**src/rtl/beat_sequencer.sv**
```systemverilog
// beat_sequencer: play/pause/stop/repeat sequencer for the lab08 audio player.
// Drives the music ROM beat index and the note generator silence flag.
//
// Ports:
//   clk        crystal clock
//   rst        asynchronous reset, active-low
//   play       switch, 1 = play / 0 = pause (asynchronous)
//   rpt        switch, repeat enable (asynchronous)
//   music      switch, song select (asynchronous)
//   ibeat      current beat index, 0..len-1
//   now_state  00 STOP, 01 PLAY, 10 PAUSE, 11 DONE
//   beat_tick  1-cycle pulse on each beat advance attempt in PLAY
//   song_done  1-cycle pulse when the last beat completes
//   silent     1 whenever now_state is not PLAY

module beat_sequencer #(
    parameter int TICK_DIV = 4194304,
    parameter int LEN0     = 512,
    parameter int LEN1     = 576,
    parameter int BW       = 12
) (
    input  logic          clk,
    input  logic          rst,
    input  logic          play,
    input  logic          rpt,
    input  logic          music,
    output logic [BW-1:0] ibeat,
    output logic [1:0]    now_state,
    output logic          beat_tick,
    output logic          song_done,
    output logic          silent
);

    // ------------------------------------------------------------------
    // Local constants
    // ------------------------------------------------------------------
    localparam int CW = (TICK_DIV > 1) ? $clog2(TICK_DIV) : 1;

    localparam logic [CW-1:0] TICK_MAX = CW'(TICK_DIV - 1);
    localparam logic [BW-1:0] LEN0_M1  = BW'(LEN0 - 1);
    localparam logic [BW-1:0] LEN1_M1  = BW'(LEN1 - 1);

    typedef enum logic [1:0] {
        ST_STOP  = 2'b00,
        ST_PLAY  = 2'b01,
        ST_PAUSE = 2'b10,
        ST_DONE  = 2'b11
    } state_e;

    // ------------------------------------------------------------------
    // Registers
    // ------------------------------------------------------------------
    state_e        state_q, state_d;
    logic [BW-1:0] ibeat_q, ibeat_d;
    logic [CW-1:0] cnt_q, cnt_d;
    logic          tick_q, tick_d;
    logic          done_q, done_d;

    // Two-stage synchronizers for the asynchronous switches
    logic          play_m_q, play_s_q;
    logic          rpt_m_q, rpt_s_q;
    logic          music_m_q, music_s_q;
    logic          music_prev_q;

    logic          music_edge;
    logic [BW-1:0] len_m1;

    // ------------------------------------------------------------------
    // Input synchronization
    // ------------------------------------------------------------------
    always_ff @(posedge clk or negedge rst) begin
        if (!rst) begin
            play_m_q     <= 1'b0;
            play_s_q     <= 1'b0;
            rpt_m_q      <= 1'b0;
            rpt_s_q      <= 1'b0;
            music_m_q    <= 1'b0;
            music_s_q    <= 1'b0;
            music_prev_q <= 1'b0;
        end else begin
            play_m_q     <= play;
            play_s_q     <= play_m_q;
            rpt_m_q      <= rpt;
            rpt_s_q      <= rpt_m_q;
            music_m_q    <= music;
            music_s_q    <= music_m_q;
            music_prev_q <= music_s_q;
        end
    end

    // Any change of the synchronized song select restarts the song
    assign music_edge = music_s_q ^ music_prev_q;

    // Index of the last beat of the selected song
    assign len_m1 = music_s_q ? LEN1_M1 : LEN0_M1;

    // ------------------------------------------------------------------
    // State and datapath registers
    // ------------------------------------------------------------------
    always_ff @(posedge clk or negedge rst) begin
        if (!rst) begin
            state_q <= ST_STOP;
            ibeat_q <= '0;
            cnt_q   <= '0;
            tick_q  <= 1'b0;
            done_q  <= 1'b0;
        end else begin
            state_q <= state_d;
            ibeat_q <= ibeat_d;
            cnt_q   <= cnt_d;
            tick_q  <= tick_d;
            done_q  <= done_d;
        end
    end

    // ------------------------------------------------------------------
    // Next-state logic
    // Priority: music restart > pause/stop request > beat action.
    // ------------------------------------------------------------------
    always_comb begin
        state_d = state_q;
        ibeat_d = ibeat_q;
        cnt_d   = cnt_q;
        tick_d  = 1'b0;
        done_d  = 1'b0;

        if (music_edge) begin
            ibeat_d = '0;
            cnt_d   = '0;
            state_d = play_s_q ? ST_PLAY : ST_STOP;
        end else begin
            unique case (state_q)
                ST_STOP: begin
                    ibeat_d = '0;
                    cnt_d   = '0;
                    if (play_s_q) begin
                        state_d = ST_PLAY;
                    end
                end

                ST_PLAY: begin
                    if (!play_s_q) begin
                        // Freeze beat and counter; a coincident tick is dropped
                        state_d = ST_PAUSE;
                    end else begin
                        if (tick_q) begin
                            if (ibeat_q >= len_m1) begin
                                done_d = 1'b1;
                                if (rpt_s_q) begin
                                    ibeat_d = '0;
                                end else begin
                                    state_d = ST_DONE;
                                end
                            end else begin
                                ibeat_d = ibeat_q + BW'(1);
                            end
                        end
                        // Registered tick: pulse lands as the counter wraps
                        if (cnt_q == TICK_MAX) begin
                            cnt_d  = '0;
                            tick_d = 1'b1;
                        end else begin
                            cnt_d = cnt_q + CW'(1);
                        end
                    end
                end

                ST_PAUSE: begin
                    // Counter keeps its value so the resumed beat is not stretched
                    if (play_s_q) begin
                        state_d = ST_PLAY;
                    end
                end

                ST_DONE: begin
                    cnt_d = '0;
                    if (!play_s_q) begin
                        state_d = ST_STOP;
                        ibeat_d = '0;
                    end else if (rpt_s_q) begin
                        state_d = ST_PLAY;
                        ibeat_d = '0;
                    end
                end

                default: begin
                    state_d = ST_STOP;
                end
            endcase
        end
    end

    // ------------------------------------------------------------------
    // Outputs
    // ------------------------------------------------------------------
    assign ibeat     = ibeat_q;
    assign now_state = state_q;
    assign beat_tick = tick_q;
    assign song_done = done_q;
    assign silent    = (state_q != ST_PLAY);

endmodule

```
**config.mk**
```make
export PLATFORM = sky130hd
export DESIGN_NAME = beat_sequencer
export DESIGN_NICKNAME = d
export VERILOG_FILES = /design/src/rtl/beat_sequencer.sv
export SDC_FILE = /design/constraint.sdc
export NUM_CORES = 1
export LEC_CHECK = 0
export ABC_AREA = 1
export CAP_MARGIN = 20
export CORE_MARGIN = 10
export CORE_UTILIZATION = 55
export CTS_BUF_LIST = sky130_fd_sc_hd__clkbuf_4 sky130_fd_sc_hd__clkbuf_8
export DETAILED_ROUTE_END_ITERATION = 16
export PLACE_DENSITY_LB_ADDON = 0.3
export SETUP_SLACK_MARGIN = 0.02
export SYNTH_ARGS = -nofsm -noshare
export SYNTH_HDL_FRONTEND = slang
export SYNTH_SLANG_ARGS = --single-unit
```
**constraint.sdc**
```tcl
create_clock -name clk -period 2.1 [get_ports clk]
set_input_delay 0.42 -clock clk [delete_from_list [all_inputs] [get_ports clk]]
set_output_delay 0.42 -clock clk [all_outputs]
set_load 0.03 [all_outputs]
```
==> results.py, run 1 <==
metrics = {
    "detailed_routing": {
        "wl_um": 6430,
        "firstDrtPassIters": 4,
        "viasPerCell": 5.10,
        "drc": 0,
        "drtIter0Drc": 232,
        "wl_per_cell_um": 12.4,
        "final_antenna_net_count": 0,
        "dr_total_vias": 2647,
    },
    "run_status": {
        "status": "completed",
    },
    "yosys": {
        "synth-seq-cells": 45,
        "ys_seq_area_share_pct": 38.2,
        "synthDistinctLibCells": 32,
        "syn_avg_cell_area_um2": 6.99,
        "syn_nets": 437,
        "syn_area_um2": 2950,
        "yosys_warnings": 0,
        "synth_cells": 422,
    },
    "finish": {
        "finish.utilization_pct": 65.1,
        "layout-drive-gt1-share_pct": 10.5,
        "finalInstanceArea_um2": 3350,
        "n_antenna_cell": 0,
        "area_delta_synth_final_pct": 13.5,
        "final_nets": 463,
    },
    "worst_hold_path": {
        "min_path_type": "primary input to async pin",
    },
    "sta": {
        "fin_crit_sh_pct": 92.2,
        "max_slew.worst_pin.slew_ns": 0.550,
        "relSlewSlack_pct": 63.3,
        "period_minus_slack_ns": 1.94,
        "hold_viol": 0,
        "maxSlewViolCount": 0,
        "max_freq_mhz": 516,
        "setup_violations": 0,
        "fin_skew_ns": 0.00938,
        "setup-tns-final_ns": 0,
        "grt_setup_unrepaired": "no",
    },
    "run": {
        "maxCapViolCount": 0,
    },
    "global_routing": {
        "grt_start_max_net_pins": 25,
        "gr-total-overflow": 0,
        "grt_pass1_vias": 2478,
        "grt_antenna_before_repair": 0,
        "grt_pass1_wl_um": 11400,
        "track_usage_pct": 15.4,
    },
    "worst_setup_path": {
        "r2r_slack_ns": 0.24,
        "slowest_stage": "clkdlybuf4s50_1",
        "cp_top_family": "buffers and inverters",
        "start_kind": "flip-flop",
        "crit_path_cell_trace": "clkdlybuf4s50_1",
        "crit_type": "flip-flop to output pin",
        "worstPathRequired_ns": 1.68,
        "cp_num_buf_inv": 1,
        "crit_fanout": 7,
        "end_kind": "output pin",
        "cpPeakStageDelay_ns": 0.73,
        "arrival_ns": 1.52,
    },
    "floorplan": {
        "dieArea_um2": 8690,
        "initial_core_util_pct": 57.4,
        "die_w_um": 93.2,
        "core_um2": 5140,
        "die_h_um": 93.2,
        "fp-row-count": 26,
        "io_pins": 22,
    },
    "placement": {
        "post_dp_cell_area_um2": 3250,
        "globalplace.congestion": 0.945,
        "io_buffers": 21,
        "hpwl_um": 4860,
    },
    "power_and_ir_drop": {
        "ir_drop_v": 0.000570,
        "powerDensity_nw_per_um2": 535,
        "power.total_w": 0.00179,
        "p_leak_nw": 1.59,
    },
    "cts": {
        "numCtsBuffers": 5,
        "cts-root-buf": "clkbuf_8",
        "cts_setup_buffers": 0,
        "cts_tree": "built",
        "clock-sinks": 45,
        "clk_latency_ns": 0.30,
        "clockBufferDepth": 2,
        "cts.clk_slew.worst_paths_ns": 0.09,
        "htree_levels": 2,
    },
}
==> repair_timing <==
action                     CTS  global route
setup endpoints to repair    1            10
cloned                       0             0
gates resized for setup      1             5
hold buffers                 0             0
==> registers in the layout (all words and copies together), names as in the netlist <==
signal,flops
play_s_q,1
rpt_m_q,1
rpt_s_q,1
beat_tick,1
music_prev_q,1
music_m_q,1
cnt_q,22
now_state,2
ibeat,12
song_done,1
music_s_q,1
play_m_q,1
==> layout by cell type, fill, tap and decap left out, types with 5 or more instances in the layout <==
cell type,Yosys,layout
o21ai_0,6,6
nor2_1,61,61
nand3_1,36,36
nand2_2,9,8
inv_1,36,35
clkdlybuf4s50_1,0,19
dfrtp_1,45,43
clkbuf_8,0,5
xor2_1,16,16
ha_1,10,9
nor2_2,6,6
nor3_1,6,6
nand2_1,153,153
==> path summary, 6_finish.rpt <==
path	from	endpoint	cells past startpoint
max	ibeat[6]	ibeat[6]	1
min	rst	cnt_q[3]	1
max reg2reg	now_state[1]	ibeat[11]	10
min reg2reg	music_m_q	music_s_q	0
max in group asynchronous	rst	now_state[0]	2
min in group clk	music_m_q	music_s_q	0
==> report_power, final <==
| group | leakage [nW] | internal (W) | switching, W |
|---|---|---|---|
| combinational | 0.945 | 0.0000962 | 0.000220 |
| clock | 0.0408 | 0.000248 | 0.000305 |
| sequential | 0.606 | 0.000890 | 0.0000320 |
| total | 1.59 | 0.00123 | 0.000557 |
==> cell type report <==
| class | instances | area [µm²] |
|---|---|---|
| Clock inverter | 2 | 15.0 |
| Fill cell | 471 | 1790 |
| Timing Repair Buffer | 26 | 254 |
| Tap cell | 70 | 87.6 |
| Sequential cell | 45 | 1130 |
| Inverter | 39 | 151 |
| Multi-Input combinational cell | 331 | 1630 |
| Clock buffer | 6 | 76.3 |
==> synth_stat cells <==
cell	n	share of area, %
buf_2	2	0.34
nor2_1	61	7.8
nor3_2	1	0.34
xnor2_1	2	0.59
xor2_1	16	4.8
nand2_2	9	1.9
nor2_4	2	0.76
inv_1	36	4.6
clkbuf_1	1	0.13
and3_1	1	0.21
o21bai_1	2	0.51
nand4_2	1	0.42
nand3_2	2	0.68
a21o_1	2	0.51
buf_4	4	1.0
a22o_1	1	0.30
nand2_1	153	19
dfrtp_1	45	38
inv_2	2	0.25
o21ai_1	3	0.51
o21ai_0	6	1.0
clkinv_4	1	0.30
nand4_1	4	0.85
o21ai_2	3	0.89
nand2_4	1	0.38
nor3_1	6	1.0
a21oi_1	1	0.17
ha_1	10	4.2
a211oi_1	1	0.25
or2_2	1	0.21
nand3_1	36	6.1
nor2_2	6	1.3
==> layer usage <==
| metal | share of wire [%] | track usage (%) |
|---|---|---|
| met3 | 5.6 | 3.76 |
| met4 | 0.84 | 3.73 |
| met1 | 48 | 21.0 |
| met2 | 46 | 24.1 |
| met5 | 0 | 0 |
==> cell families after synthesis <==
| group | Yosys count | share of synthesized area (%) |
|---|---|---|
| buf+inv | 46 | 6.62 |
| fa+ha+maj | 10 | 4.24 |
| compound gates | 19 | 4.16 |
| simple gates | 284 | 41.4 |
| xor+xnor | 18 | 5.35 |
| flops | 45 | 38.2 |
==> through the flow <==
step | worst slack, ns | hold slack [ns] | std cells
finish | 0.164 | 0.0985 | 519
detailed placement | 0.0974 | 0.335 | 511
global route | 0.0220 | 0.143 | 519
global placement | 0.218 | 0.332 | 511
CTS | 0.0910 | 0.110 | 519
floorplan | 0.190 | 0.124 | 422
Power figures use the tool's default switching activity.
==> inputs of run 2 (changes only) <==
ABC_AREA = default   (was 1)
==> run 2 against run 1 <==
Sequential power fell by 2.3%. Register-to-register slack lost 0.28 ns. Clock-buffer cell count unchanged. Global-route usage rose by 0.92 points. Via count shrank 17%. The flow now finishes with violations (negative setup slack). Power down 2.8%. Sequential share of layout area up 2.6 points. Largest power group unchanged. Routed wire length decreased by 9.3%. Clock power increased by 4.5%. Hold slack better by 0.26 ns. Non-clock buffer count increased by 27. Synthesized cell count shrank 37%.
==> results.py, run 2 <==
metrics = {
    "run_status": {
        "status": "complete, but fails checks",
        "violations": "negative setup slack",
    },
    "yosys": {
        "synthDistinctLibCells": 49,
        "syn_area_um2": 2440,
        "synth_area_leader_cell": "dfrtp_1",
        "ys_seq_area_share_pct": 46.1,
        "synth_edf_count": 0,
        "yosys-top-cells-count": "45 x dfrtp_1, 37 x nand2_1, 16 x nor2_1, 16 x nor3_1, 16 x o21ai_0",
        "yosysMostFrequentCell": "dfrtp_1",
        "ys.flop_type": "dfrtp_1",
        "synth-seq-cells": 45,
        "syn_avg_cell_area_um2": 9.25,
        "async_flop_share_pct": 100,
        "synth_cells": 264,
        "yosys_warnings": 0,
        "syn_nets": 279,
        "synth_area_leaders": "dfrtp_1 46%, nand2_1 5.7%, ha_1 5.1%",
        "synth_top_area_share_pct": 46.1,
    },
    "finish": {
        "finalInstanceArea_um2": 3120,
        "nFillCells": 343,
        "fin_cells": 369,
        "largest_reg_flops": 22,
        "n_antenna_cell": 0,
        "largest-register": "cnt_q",
        "layout.cells.most_common": "dfrtp_1",
        "area_delta_synth_final_pct": 27.6,
        "final_nets": 331,
        "finish.utilization_pct": 72.0,
        "layout-drive-gt1-share_pct": 21.8,
        "final_cell_mix": "41 x dfrtp_1, 37 x nand2_1, 31 x buf_4",
    },
    "detailed_routing": {
        "drtIter0Drc": 158,
        "drc": 0,
        "wl_per_cell_um": 15.8,
        "dr_total_vias": 2196,
        "wl_um": 5830,
        "final_antenna_net_count": 0,
        "viasPerCell": 5.95,
        "firstDrtPassIters": 4,
    },
    "sta": {
        "holdWs_ns": 0.353,
        "max_freq_mhz": 467,
        "grt_setup_unrepaired": "yes",
        "fin_skew_ns": 0.0108,
        "max_slew.worst_pin.slew_ns": 0.314,
        "relSlewSlack_pct": 78.9,
        "hold_viol": 0,
        "fin_ws_ns": -0.0408,
        "setup_violations": 2,
        "period_minus_slack_ns": 2.14,
        "fin_crit_sh_pct": 102,
        "maxSlewViolCount": 0,
    },
    "floorplan": {
        "initial_core_util_pct": 56.5,
        "io_pins": 22,
        "die_w_um": 86.6,
        "dieArea_um2": 7500,
        "die_h_um": 86.6,
        "core_um2": 4320,
        "fp-row-count": 24,
    },
    "power_and_ir_drop": {
        "powerDensity_nw_per_um2": 558,
        "p_leak_nw": 1.33,
        "ir_drop_v": 0.000324,
    },
    "cts": {
        "cts_tree": "built",
        "clockBufferDepth": 2,
        "cts.clk_slew.worst_paths_ns": 0.09,
        "clock-sinks": 45,
        "numCtsBuffers": 5,
        "clk_latency_ns": 0.31,
        "htree_levels": 2,
        "cts-root-buf": "clkbuf_8",
    },
    "worst_setup_path": {
        "cp_num_buf_inv": 1,
        "worstPathRequired_ns": 2.32,
        "start_kind": "flip-flop",
        "crit_type": "flip-flop to flip-flop",
        "cpPeakStageDelay_ns": 0.54,
        "slowest_stage": "or4_4",
        "crit_path_cell_trace": "inv_2 > ha_4 > a2111oi_4 > o21ai_2 > or2_4 > or4_4 > o221ai_2",
        "arrival_ns": 2.37,
        "rr_endpoint": "ibeat[8]",
        "crit_fanout": 4,
        "r2r_start": "music_s_q",
        "r2r_slack_ns": -0.04,
        "end_kind": "flip-flop",
        "reg2reg_depth": 7,
        "cp_top_family": "simple AND/OR/NAND/NOR gates",
    },
    "worst_hold_path": {
        "min_path_type": "flip-flop to flip-flop",
        "hp-start": "play_m_q",
        "hold_depth": 0,
        "whs_endpoint": "play_s_q",
    },
    "placement": {
        "hpwl_um": 4350,
        "io_buffers": 21,
        "dpl.cell_count": 360,
        "preCtsSetupSlack_ns": -0.122,
        "globalplace.congestion": 0.919,
        "post_dp_cell_area_um2": 2950,
    },
    "global_routing": {
        "grt_antenna_before_repair": 0,
        "grt_start_max_net_pins": 18,
        "grt_pass1_vias": 2225,
        "gr-total-overflow": 0,
        "track_usage_pct": 16.4,
        "grt_pass1_wl_um": 10200,
    },
    "run": {
        "maxCapViolCount": 0,
    },
}
run 2: routing by layer:
layer | vias to the layer above | track usage (%) | share of wire [%]
li1 | 1062 | - | -
met1 | 1062 | 18.8 | 41
met2 | 55 | 27.2 | 50
met3 | 17 | 4.69 | 5.7
met4 | 0 | 8.10 | 2.9
met5 | - | 0 | 0
run 2: per-stage QoR:
stage                     TNS (ns)  power [W]
final                      -0.0630    0.00174
after global routing        -0.283    0.00181
after CTS                   -0.125    0.00174
after detailed placement    -0.290    0.00117
after global placement     -0.0163    0.00116
after floorplan            -0.0968    0.00105
run 2: report_power, final:
part | leakage [nW] | switching, W | internal (W)
Combinational | 0.674 | 0.000165 | 0.0000956
Clock | 0.0512 | 0.000310 | 0.000267
Sequential | 0.603 | 0.0000177 | 0.000883
run 2: worst max-delay path by stage:
stage / cells past startpoint / slack (ns) / start / to
after floorplan: 6 / -0.07 / ibeat[8] / ibeat[8]
after global placement: 8 / -0.02 / music_s_q / ibeat[9]
after detailed placement: 8 / -0.12 / music_s_q / ibeat[9]
after CTS: 7 / -0.07 / music_s_q / ibeat[8]
after global routing: 7 / -0.11 / music_s_q / ibeat[8]
final: 7 / -0.04 / music_s_q / ibeat[8]
run 2: area by class of cell:
type / instances / area (µm²) / area share [%]
clock inverters: 2 / 13.8 / 0.442
flip-flops and latches: 45 / 1130 / 36.3
multi-input cells: 200 / 1340 / 42.9
clock buffers: 6 / 82.6 / 2.65
repair buffers: 53 / 447 / 14.3
inverters: 11 / 41.3 / 1.33
well taps: 52 / 65.1 / 2.09
run 2: logic make-up after synthesis:
group           count (synthesis)  synth area share, %
compound gates                 55                 15.1
mux                             1                0.461
flops                          45                 46.1
buf+inv                        19                 3.02
xor+xnor                       12                 4.31
simple gates                  122                 25.9
fa+ha+maj                      10                 5.13
run 2: what timing repair did:
item | CTS | global route
pin swaps | 0 | 1
hold buffers | 1 | 0
buffers inserted | 0 | 0
hold endpoints to repair | 6 | 0
setup endpoints to repair | 9 | 23
resized for setup | 7 | 10
